**config.mk**
```make
export PLATFORM = sky130hd
export DESIGN_NAME = dds_param_controller
export DESIGN_NICKNAME = d
export VERILOG_FILES = /design/src/rtl/dds_param_controller.sv
export SDC_FILE = /design/constraint.sdc
export NUM_CORES = 1
export LEC_CHECK = 0
export ABC_AREA = 0
export ABC_CLOCK_PERIOD_IN_PS = 11160
export BUFFER_PORTS_ARGS = -buffer_cell sky130_fd_sc_hd__buf_2
export CORE_MARGIN = 2
export CORE_UTILIZATION = 40
export CTS_CLUSTER_DIAMETER = 200
export DETAILED_ROUTE_END_ITERATION = 8
export REMOVE_ABC_BUFFERS = 1
export SYNTH_ARGS = -nofsm -noshare
export SYNTH_HDL_FRONTEND = slang
export SYNTH_SLANG_ARGS = --single-unit
```
**constraint.sdc**
```tcl
create_clock -name clock -period 11.16 [get_ports clock]
set_input_delay 0.558 -clock clock [delete_from_list [all_inputs] [get_ports clock]]
set_output_delay 0.558 -clock clock [all_outputs]
set_load 0.05 [all_outputs]
```
**src/rtl/dds_param_controller.sv**
```systemverilog
// Multi-channel DDS front-panel controller: debounced buttons with hold-to-repeat
// driving saturating per-channel frequency, amplitude and waveform registers.

module dds_btn_cond #(
   parameter int DEBOUNCE_CYC  = 1_000_000,
   parameter int REPEAT_DELAY  = 50_000_000,
   parameter int REPEAT_PERIOD = 10_000_000,
   parameter bit REPEATS       = 1'b1
) (
   input  logic clock,
   input  logic reset,
   input  logic raw,
   output logic press_ev,
   output logic hold_ev
);
   localparam int DB_W = $clog2(DEBOUNCE_CYC + 1);
   localparam int RMAX = (REPEAT_DELAY > REPEAT_PERIOD) ? REPEAT_DELAY : REPEAT_PERIOD;
   localparam int RC_W = $clog2(RMAX + 1);

   typedef enum logic [1:0] {S_IDLE, S_DELAY, S_REPEAT, S_LONG} state_t;

   state_t          state, state_n;
   logic            sync1, sync2, deb, deb_d, press;
   logic [DB_W-1:0] db_cnt;
   logic [RC_W-1:0] rcnt, rcnt_n;
   logic            press_n, hold_n;

   assign press = deb & ~deb_d;

   always_ff @(posedge clock or posedge reset) begin
      if (reset) begin
         sync1    <= 1'b0;
         sync2    <= 1'b0;
         deb      <= 1'b0;
         deb_d    <= 1'b0;
         db_cnt   <= '0;
         state    <= S_IDLE;
         rcnt     <= '0;
         press_ev <= 1'b0;
         hold_ev  <= 1'b0;
      end else begin
         sync1 <= raw;
         sync2 <= sync1;
         deb_d <= deb;
         if (sync2 == deb) begin
            db_cnt <= '0;
         end else if (db_cnt == DB_W'(DEBOUNCE_CYC - 1)) begin
            deb    <= sync2;
            db_cnt <= '0;
         end else begin
            db_cnt <= db_cnt + DB_W'(1);
         end
         state    <= state_n;
         rcnt     <= rcnt_n;
         press_ev <= press_n;
         hold_ev  <= hold_n;
      end
   end

   // Center uses the DELAY expiry as a one-shot long-press instead of repeating.
   always_comb begin
      state_n = state;
      rcnt_n  = rcnt;
      press_n = 1'b0;
      hold_n  = 1'b0;
      case (state)
         S_IDLE: begin
            if (press) begin
               press_n = 1'b1;
               state_n = S_DELAY;
               rcnt_n  = '0;
            end
         end
         S_DELAY: begin
            if (!deb) begin
               state_n = S_IDLE;
            end else if (REPEAT_DELAY != 0) begin
               if (rcnt == RC_W'(REPEAT_DELAY - 1)) begin
                  hold_n  = 1'b1;
                  state_n = REPEATS ? S_REPEAT : S_LONG;
                  rcnt_n  = '0;
               end else begin
                  rcnt_n = rcnt + RC_W'(1);
               end
            end
         end
         S_REPEAT: begin
            if (!deb) begin
               state_n = S_IDLE;
            end else if (rcnt == RC_W'(REPEAT_PERIOD - 1)) begin
               hold_n = 1'b1;
               rcnt_n = '0;
            end else begin
               rcnt_n = rcnt + RC_W'(1);
            end
         end
         default: begin
            if (!deb) state_n = S_IDLE;
         end
      endcase
   end
endmodule

module dds_param_controller #(
   parameter int NUM_CH        = 2,
   parameter int CH_W          = (NUM_CH > 1) ? $clog2(NUM_CH) : 1,
   parameter int FREQ_W        = 16,
   parameter int AMP_W         = 8,
   parameter int FREQ_STEP     = 1000,
   parameter int FREQ_MIN      = 1000,
   parameter int FREQ_MAX      = 20000,
   parameter int FREQ_DEF      = 10000,
   parameter int AMP_STEP      = 3,
   parameter int AMP_MIN       = 3,
   parameter int AMP_MAX       = 99,
   parameter int AMP_DEF       = 30,
   parameter int DEBOUNCE_CYC  = 1_000_000,
   parameter int REPEAT_DELAY  = 50_000_000,
   parameter int REPEAT_PERIOD = 10_000_000
) (
   input  logic                     clock,
   input  logic                     reset,
   input  logic                     btn_up_raw,
   input  logic                     btn_down_raw,
   input  logic                     btn_left_raw,
   input  logic                     btn_right_raw,
   input  logic                     btn_center_raw,
   input  logic [3:0]               sw,
   input  logic [CH_W-1:0]          ch_sel,
   output logic [NUM_CH*FREQ_W-1:0] freq_words,
   output logic [NUM_CH*AMP_W-1:0]  amp_words,
   output logic [NUM_CH*2-1:0]      wave_sels,
   output logic                     update_pulse,
   output logic [CH_W-1:0]          update_ch
);
   localparam logic [FREQ_W-1:0] F_DEF   = FREQ_W'(FREQ_DEF);
   localparam logic [FREQ_W-1:0] F_MIN   = FREQ_W'(FREQ_MIN);
   localparam logic [FREQ_W-1:0] F_MAX   = FREQ_W'(FREQ_MAX);
   localparam logic [FREQ_W-1:0] F_STEP  = FREQ_W'(FREQ_STEP);
   localparam logic [FREQ_W:0]   F_MAX_X = (FREQ_W+1)'(FREQ_MAX);
   localparam logic [FREQ_W:0]   F_LO_X  = (FREQ_W+1)'(FREQ_MIN + FREQ_STEP);
   localparam logic [FREQ_W:0]   F_STP_X = (FREQ_W+1)'(FREQ_STEP);
   localparam logic [AMP_W-1:0]  A_DEF   = AMP_W'(AMP_DEF);
   localparam logic [AMP_W-1:0]  A_MIN   = AMP_W'(AMP_MIN);
   localparam logic [AMP_W-1:0]  A_MAX   = AMP_W'(AMP_MAX);
   localparam logic [AMP_W-1:0]  A_STEP  = AMP_W'(AMP_STEP);
   localparam logic [AMP_W:0]    A_MAX_X = (AMP_W+1)'(AMP_MAX);
   localparam logic [AMP_W:0]    A_LO_X  = (AMP_W+1)'(AMP_MIN + AMP_STEP);
   localparam logic [AMP_W:0]    A_STP_X = (AMP_W+1)'(AMP_STEP);

   // Button order: 0 up, 1 down, 2 left, 3 right, 4 center.
   logic [4:0] raw_btn, press_ev, hold_ev;
   logic [3:0] step_ev;

   assign raw_btn = {btn_center_raw, btn_right_raw, btn_left_raw, btn_down_raw, btn_up_raw};
   assign step_ev = press_ev[3:0] | hold_ev[3:0];

   for (genvar i = 0; i < 5; i++) begin : g_btn
      dds_btn_cond #(
         .DEBOUNCE_CYC (DEBOUNCE_CYC),
         .REPEAT_DELAY (REPEAT_DELAY),
         .REPEAT_PERIOD(REPEAT_PERIOD),
         .REPEATS      ((i != 4) ? 1'b1 : 1'b0)
      ) u_btn (
         .clock   (clock),
         .reset   (reset),
         .raw     (raw_btn[i]),
         .press_ev(press_ev[i]),
         .hold_ev (hold_ev[i])
      );
   end

   logic [3:0] sw_s1, sw_s2;
   logic [1:0] sw_code, code_q;
   logic       wave_chg;

   always_comb begin
      sw_code = 2'b00;
      if      (sw_s2[3]) sw_code = 2'b00;
      else if (sw_s2[2]) sw_code = 2'b01;
      else if (sw_s2[1]) sw_code = 2'b10;
      else if (sw_s2[0]) sw_code = 2'b11;
   end

   logic [NUM_CH-1:0][FREQ_W-1:0] freq_q, freq_n;
   logic [NUM_CH-1:0][AMP_W-1:0]  amp_q, amp_n;
   logic [NUM_CH-1:0][1:0]        wave_q, wave_n;
   logic [CH_W-1:0]               sel_idx, uch_n;
   logic                          sel_ok, chg;
   logic [FREQ_W:0]               f_sum;
   logic [FREQ_W-1:0]             f_up, f_dn;
   logic [AMP_W:0]                a_sum;
   logic [AMP_W-1:0]              a_up, a_dn;

   assign sel_ok  = int'(ch_sel) < NUM_CH;
   assign sel_idx = sel_ok ? ch_sel : '0;

   // One extra bit on the sums so the upper clamp sees the true value.
   assign f_sum = {1'b0, freq_q[sel_idx]} + F_STP_X;
   assign f_up  = (f_sum > F_MAX_X) ? F_MAX : f_sum[FREQ_W-1:0];
   assign f_dn  = ({1'b0, freq_q[sel_idx]} < F_LO_X) ? F_MIN : freq_q[sel_idx] - F_STEP;
   assign a_sum = {1'b0, amp_q[sel_idx]} + A_STP_X;
   assign a_up  = (a_sum > A_MAX_X) ? A_MAX : a_sum[AMP_W-1:0];
   assign a_dn  = ({1'b0, amp_q[sel_idx]} < A_LO_X) ? A_MIN : amp_q[sel_idx] - A_STEP;

   always_comb begin
      freq_n = freq_q;
      amp_n  = amp_q;
      wave_n = wave_q;
      uch_n  = update_ch;
      if (hold_ev[4]) begin
         freq_n = {NUM_CH{F_DEF}};
         amp_n  = {NUM_CH{A_DEF}};
         wave_n = '0;
         uch_n  = '0;
      end else if (sel_ok) begin
         uch_n = ch_sel;
         if (press_ev[4]) begin
            freq_n[sel_idx] = F_DEF;
            amp_n[sel_idx]  = A_DEF;
            wave_n[sel_idx] = 2'b00;
         end else begin
            if (step_ev[0] && !step_ev[1]) freq_n[sel_idx] = f_up;
            else if (step_ev[1] && !step_ev[0]) freq_n[sel_idx] = f_dn;
            if (step_ev[3] && !step_ev[2]) amp_n[sel_idx] = a_up;
            else if (step_ev[2] && !step_ev[3]) amp_n[sel_idx] = a_dn;
            if (wave_chg) wave_n[sel_idx] = code_q;
         end
      end
   end

   assign chg = (freq_n != freq_q) || (amp_n != amp_q) || (wave_n != wave_q);

   always_ff @(posedge clock or posedge reset) begin
      if (reset) begin
         sw_s1        <= '0;
         sw_s2        <= '0;
         code_q       <= 2'b00;
         wave_chg     <= 1'b0;
         freq_q       <= {NUM_CH{F_DEF}};
         amp_q        <= {NUM_CH{A_DEF}};
         wave_q       <= '0;
         update_pulse <= 1'b0;
         update_ch    <= '0;
      end else begin
         sw_s1        <= sw;
         sw_s2        <= sw_s1;
         code_q       <= sw_code;
         wave_chg     <= (sw_code != code_q);
         freq_q       <= freq_n;
         amp_q        <= amp_n;
         wave_q       <= wave_n;
         update_pulse <= chg;
         if (chg) update_ch <= uch_n;
      end
   end

   assign freq_words = freq_q;
   assign amp_words  = amp_q;
   assign wave_sels  = wave_q;
endmodule

```
==> results.yml, run 1 <==
run_status:
  status: "completed"
critical_path:
  startpoint: "freq_words[19]$_DFF_PP0_"
  worstSetupStartpointType: "register"
  crit_top_cell: "or4_1"
  required_ns: 11.62
  critical_path.top_delay_family: "simple AND/OR/NAND/NOR gates"
  r2r_end: "update_ch$_DFFE_PP0P_"
  worst-path-buf-inv: 1
  end_kind: "register"
  slowest_stage: "or4_1"
  path_cells: "mux2i_1 -> inv_1 -> ha_1 -> nor4_2 -> or2_1 -> a21oi_1 -> xor2_1 -> or4_1 -> nand3_2 -> nor4_1 -> or4_1 -> or4_1 -> or4_4 -> mux2_4"
  critPathMaxStageDelay_ns: 0.77
  cp.arrival_ns: 6.31
  rrSetupSlack_ns: 5.31
  r2r_cells: 14
  worst-path-max-fanout: 12
  rr_startpoint: "freq_words[19]$_DFF_PP0_"
  worstSetupPathType: "register to register"
floorplanning:
  placement_rows: 83
  dieArea_um2: 54000
  coreArea_um2: 51400
  ios: 66
  fp.dieW_um: 232
  start_util_pct: 40.6
  fp.dieH_um: 232
clocking:
  cts_max_level: 2
  cts-hold-fix-buffers: 0
  clock_latency_ns: 0.59
  post_cts_buffers: 0
  cts.sinks: 335
  cts_root_buf: "clkbuf_16"
  cts_buffers: 41
  cts.path.max_buffers: 3
  clk_pin_slew_worst_paths_ns: 0.06
  cts_resized: 0
  cts_tree: "done"
yosys:
  synth-seq-cells: 335
  ys_warn_count: 0
  synth_area_leaders: "dfrtp_1 (38%), nor2_1 (5.7%), xor2_1 (4.8%)"
  synth_ff_type: "dfrtp_1"
  ys_seq_area_share_pct: 40.3
  netlist_instances: 2448
  syn-mean-instance-area_um2: 8.52
  syn_area_um2: 20900
  yosys.area.top_type: "dfrtp_1"
  yosys-top-cells-count: "nor2_1 (319), dfrtp_1 (317), nand2_1 (263), o21ai_0 (170), a21oi_1 (135)"
  synth_cell_types: 100
  synth_edf_count: 0
  synth_top_area_share_pct: 38.0
  async_flop_share_pct: 100
  synth.most_common_cell: "nor2_1"
sta:
  slew_headroom_pct: 27.7
  skew_ns: 0.0297
  period_share_pct: 52.4
  worstMarginPinSlew_ns: 1.08
  hold_violations: 0
  setup_tns_ns: 0
  slew_viol_final: 0
  rsz0062_at_grt: "no"
  setup_viol: 0
  fmax_mhz: 171
  layout_min_cycle_time_ns: 5.85
finish:
  layout.nets: 2500
  diodes: 0
  stdcell_count: 3161
  layout-drive-gt1-share_pct: 9.35
  areaGrowthSynthToFinish_pct: 10.5
placement:
  dpl.hpwl_um: 44000
  port_buffers: 65
  dp_cells: 3090
  finalWeightedCongestion: 0.975
pwr:
  power.density_nw_per_um2: 122
  ir_worst_vdd_mv: 0.0950
  p_leak_nw: 9.97
  finalPower_w: 0.00281
detailed_routing:
  wire_per_inst_um: 20.3
  via_count: 18800
  totalWireLength_um: 64200
  ant_nets: 0
  drcViolationCount: 0
  drt-initial-drc-count: 1927
  viasPerCell: 5.94
  drtPass1Iterations: 6
hold_path:
  hold-path-cell-count: 1
  min_to: "g_btn[2].u_btn.sync1$_DFF_PP0_"
  hp-start: "btn_left_raw"
  min_path_type: "primary input to register"
global_route:
  grt_pass1_wl_um: 103000
  grt_max_degree: 135
  track_usage_pct: 23.9
  grt_pass1_vias: 18300
  antenna_found_initial: 0
  grt_overflow_total: 0
job:
  drv_cap: 0
## metrics by stage
stage / setup slack [ns] / cell area [µm²] / util (%) / hold slack, ns
2_1_floorplan: 1.35 / 20300 / - / 0.331
3_3_place_gp: 4.97 / 21700 / 42.2 / 0.337
3_5_place_dp: 4.89 / 21700 / 42.2 / 0.343
4_1_cts: 5.44 / 23000 / 44.8 / 0.0475
5_1_grt: 5.11 / 23000 / 44.8 / 0.0521
6_report: 5.31 / 23000 / 44.8 / 0.0811
## flip-flops by register name, indices dropped and copies added (netlist names)
register,count
wave_chg,1
code_q,2
sw_s2,4
g_btn.u_btn.deb,5
freq_words,32
g_btn.u_btn.rcnt,130
g_btn.u_btn.sync1,5
g_btn.u_btn.deb_d,5
update_pulse,1
wave_sels,4
g_btn.u_btn.sync2,5
update_ch,1
amp_words,16
g_btn.u_btn.press_ev,5
g_btn.u_btn.db_cnt,100
sw_s1,4
g_btn.u_btn.hold_ev,5
g_btn.u_btn.state,10
## placed cells by master, fill, tap and decap left out, types with 9 or more instances in the layout
cell type / Yosys / routed
and3_1: 74 / 74
or3_1: 37 / 37
o21ai_0: 170 / 170
o31ai_1: 13 / 13
o211ai_1: 13 / 13
a311oi_1: 9 / 9
or4_1: 10 / 10
nand3_1: 108 / 108
nand4_1: 45 / 45
a21o_1: 15 / 15
mux2_2: 11 / 11
clkbuf_1: 93 / 9
a31oi_1: 18 / 18
a221oi_1: 9 / 9
xnor2_1: 75 / 75
buf_4: 5 / 29
nor3_1: 69 / 68
a2111oi_0: 9 / 9
dfstp_2: 18 / 18
a21oi_1: 135 / 135
a22oi_1: 13 / 13
nand2_1: 263 / 263
nor2_1: 319 / 318
nor2b_1: 18 / 18
ha_1: 35 / 35
or2_2: 12 / 12
buf_2: 12 / 64
a211oi_1: 16 / 16
xor2_1: 115 / 115
a22o_1: 10 / 10
clkbuf_16: 0 / 41
mux2i_1: 20 / 20
o22ai_1: 17 / 17
and2_1: 21 / 21
nor4b_1: 18 / 18
inv_1: 46 / 45
dfrtp_1: 317 / 315
nand2b_1: 39 / 39
nor4_1: 27 / 27
and4_1: 15 / 15
## how the worst max path moves through the flow
stage	end	slack (ns)	cells past startpoint
global route	update_ch$_DFFE_PP0P_	5.11	14
global placement	update_ch$_DFFE_PP0P_	4.97	15
detailed placement	update_ch$_DFFE_PP0P_	4.89	15
CTS	update_ch$_DFFE_PP0P_	5.44	14
finish	update_ch$_DFFE_PP0P_	5.31	14
floorplan	amp_words[0]$_DFF_PP0_	1.35	1
## routing by layer
metal,GRT usage [%],part of all wire (%),vias to the layer above
li1,-,-,8796
met1,32.5,44,9116
met2,36.9,44,687
met3,4.64,7.0,180
met4,10.6,4.2,0
met5,0,0,-
## power by group
part | switching, W | internal (W)
logic | 0.000137 | 0.0000534
clock network | 0.000552 | 0.000813
registers | 0.0000205 | 0.00123
total | 0.000710 | 0.00210
## cells by family (layout without fill, tap and decap cells)
logic type / Yosys count / after routing / synth area share, %
and+or+nand+nor: 1122 / 1122 / 26.8
buffers and inverters: 180 / 213 / 3.74
adders and majority gates: 35 / 35 / 2.10
DFF: 335 / 335 / 40.3
AOI/OAI and AO/OA: 552 / 552 / 17.4
xor gates and xnor gates: 190 / 190 / 7.98
muxes: 34 / 34 / 1.76
## area by class of cell
class | instances | area (µm²)
multi-input cells | 1933 | 11700
flip-flops and latches | 335 | 8410
fillers | 5036 | 28400
clock inverters | 15 | 230
clock buffers | 56 | 1140
repair buffers | 93 | 538
inverters | 49 | 191
well taps | 680 | 851
No activity file was read; power rests on OpenSTA's default activity.
==> run 2: changes to the inputs <==
ABC_CLOCK_PERIOD_IN_PS = 5300   (was 11160)
clock period = 5.3 ns   (was 11.16 ns; I/O delays follow)
==> results.yml, run 2 (synthesized netlist as in run 1, its figures left out) <==
run_status:
  status: "completed"
critical_path:
  worst-path-max-fanout: 11
  slowest_stage: "dfstp_2"
  rrSetupSlack_ns: 0.20
  required_ns: 5.76
  worstSetupStartpointType: "register"
  crit_top_cell: "buf_4"
  r2r_end: "update_ch$_DFFE_PP0P_"
  critPathMaxStageDelay_ns: 0.69
  end_kind: "register"
  r2r_cells: 16
  path_cells: "mux2i_1 -> inv_1 -> ha_1 -> nor4b_4 -> or2_1 -> buf_4 -> o41ai_4 -> nand3_2 -> a21oi_4 -> buf_4 -> a211oi_1 -> a41o_1 -> a2111oi_0 -> o2111ai_1 -> or4_4 -> mux2_4"
  rr_startpoint: "freq_words[4]$_DFF_PP1_"
  cp.arrival_ns: 5.56
  worstSetupPathType: "register to register"
detailed_routing:
  totalWireLength_um: 68700
  wire_per_inst_um: 21.1
  viasPerCell: 5.97
  ant_nets: 0
  via_count: 19500
  drtPass1Iterations: 6
  drt-initial-drc-count: 1876
  drcViolationCount: 0
sta:
  fmax_mhz: 196
  hold_violations: 0
  slew_headroom_pct: 26.0
  skew_ns: 0.0173
  setup_viol: 0
  period_share_pct: 96.3
  slew_viol_final: 0
  worstMarginPinSlew_ns: 1.11
  rsz0062_at_grt: "no"
  hold_ws_ns: 0.336
  layout_min_cycle_time_ns: 5.10
finish:
  final_cell_mix: "nor2_1 (318), dfrtp_1 (315), nand2_1 (263)"
  largest_register_ffs: 130
  layout.nets: 2598
  layout-drive-gt1-share_pct: 12.7
  regMostFlops: "g_btn.u_btn.rcnt"
  final_common_cell: "nor2_1"
  areaGrowthSynthToFinish_pct: 14.8
  diodes: 0
floorplanning:
  dieArea_um2: 54000
  coreArea_um2: 51400
  fp.dieW_um: 232
  ios: 66
  fp.dieH_um: 232
  placement_rows: 83
  start_util_pct: 40.6
hold_path:
  min_to: "g_btn[3].u_btn.sync1$_DFF_PP0_"
  min_path_type: "primary input to register"
  hp-start: "btn_right_raw"
  hold-path-cell-count: 2
placement:
  port_buffers: 65
  dpl.hpwl_um: 49400
  finalWeightedCongestion: 1.03
clocking:
  post_cts_buffers: 0
  clock_latency_ns: 0.57
  cts_buffers: 41
  clk_pin_slew_worst_paths_ns: 0.07
  cts_max_level: 2
  cts_root_buf: "clkbuf_16"
  cts_tree: "done"
  cts.sinks: 335
  cts.path.max_buffers: 3
global_route:
  grt_overflow_total: 0
  grt_pass1_wl_um: 109000
  grt_max_degree: 129
  antenna_found_initial: 1
  grt_pass1_vias: 18900
  track_usage_pct: 25.6
pwr:
  p_leak_nw: 10.5
  p_sw_share_pct: 24.9
  finalPower_w: 0.00612
  p_comb_share_pct: 7.4
  power_frac_seq_pct: 43.0
  ir_worst_vdd_mv: 0.228
  switchingPower_w: 0.00152
  internal_power_w: 0.00459
  power.density_nw_per_um2: 255
  power_frac_clock_pct: 49.6
job:
  drv_cap: 0
run 2: cell types whose count changed in the layout (fill, tap and decap cells not counted), moves of 2 or more:
cell / previous run / this run
buf_12: 0 / 3
buf_4: 29 / 114
bufinv_16: 4 / 6
clkbuf_1: 9 / 4
clkbuf_8: 6 / 10
clkinv_2: 5 / 7
clkinvlp_4: 3 / 5
dlygate4sd3_1: 0 / 10
run 2: per-layer routing:
layer | global-route usage [%] | vias to the layer above | share of wire [%]
li1 | - | 9005 | -
met1 | 35.1 | 9474 | 44
met2 | 39.0 | 792 | 44
met3 | 4.60 | 193 | 7.2
met4 | 11.9 | 2 | 4.9
met5 | 0 | - | 0.028
run 2: how the worst max path moves through the flow:
stage / start / to / slack (ns) / cells after the start
final: freq_words[4]$_DFF_PP1_ / update_ch$_DFFE_PP0P_ / 0.20 / 16
after global placement: ch_sel / update_ch$_DFFE_PP0P_ / 0.23 / 17
after CTS: freq_words[4]$_DFF_PP1_ / update_ch$_DFFE_PP0P_ / 0.25 / 15
after global routing: amp_words[1]$_DFF_PP1_ / update_ch$_DFFE_PP0P_ / 0.03 / 16
after detailed placement: ch_sel / update_ch$_DFFE_PP0P_ / 0.16 / 17
after floorplan: reset / amp_words[0]$_DFF_PP0_ / -4.22 / 1
run 2: critical path, delay by kind of cell, from the launching register on:
| family | cells | cell delay, ns |
|---|---|---|
| flip-flops | 1 | 0.69 |
| AND/OR/NAND/NOR | 4 | 1.08 |
| adder cells (fa/ha/maj) | 1 | 0.29 |
| AO/OA/AOI/OAI | 6 | 1.92 |
| buffers and inverters | 3 | 0.51 |
| multiplexers | 2 | 0.49 |
run 2: through the flow:
stage          instances  area (µm²)  setup TNS (ns)  setup WS (ns)  util, %
2_1_floorplan       2317       20300        -1364.77          -4.22        -
3_3_place_gp        3178       22400               0          0.228     43.5
3_5_place_dp        3178       22400               0          0.157     43.5
4_1_cts             3263       23900               0          0.252     46.6
5_1_grt             3263       23900               0         0.0349     46.6
6_report            3263       23900               0          0.198     46.6
run 2: what timing repair did:
| item | 4_1_cts | 5_1_grt |
|---|---|---|
| hold buffers | 10 | 0 |
| gates resized for setup | 0 | 1 |
| hold endpoints to repair | 132 | 0 |
| endpoints found under the setup margin | 0 | 1 |
run 2: power groups by stage:
stage | logic [W] | clock network [W] | registers (W)
after global placement | 0.000445 | 0 | 0.00267
final | 0.000456 | 0.00303 | 0.00263
after global routing | 0.000493 | 0.00323 | 0.00263
after CTS | 0.000452 | 0.00312 | 0.00263
after floorplan | 0.000229 | 0 | 0.00270
after detailed placement | 0.000445 | 0 | 0.00267
run 2: area by class of cell:
| cell class | count | area (µm²) |
|---|---|---|
| Clock inverter | 20 | 299 |
| Inverter | 49 | 191 |
| Sequential cell | 335 | 8410 |
| Tap cell | 680 | 851 |
| Timing Repair Buffer | 191 | 1340 |
| Multi-Input combinational cell | 1933 | 11700 |
| Fill cell | 4951 | 27500 |
| Clock buffer | 55 | 1180 |
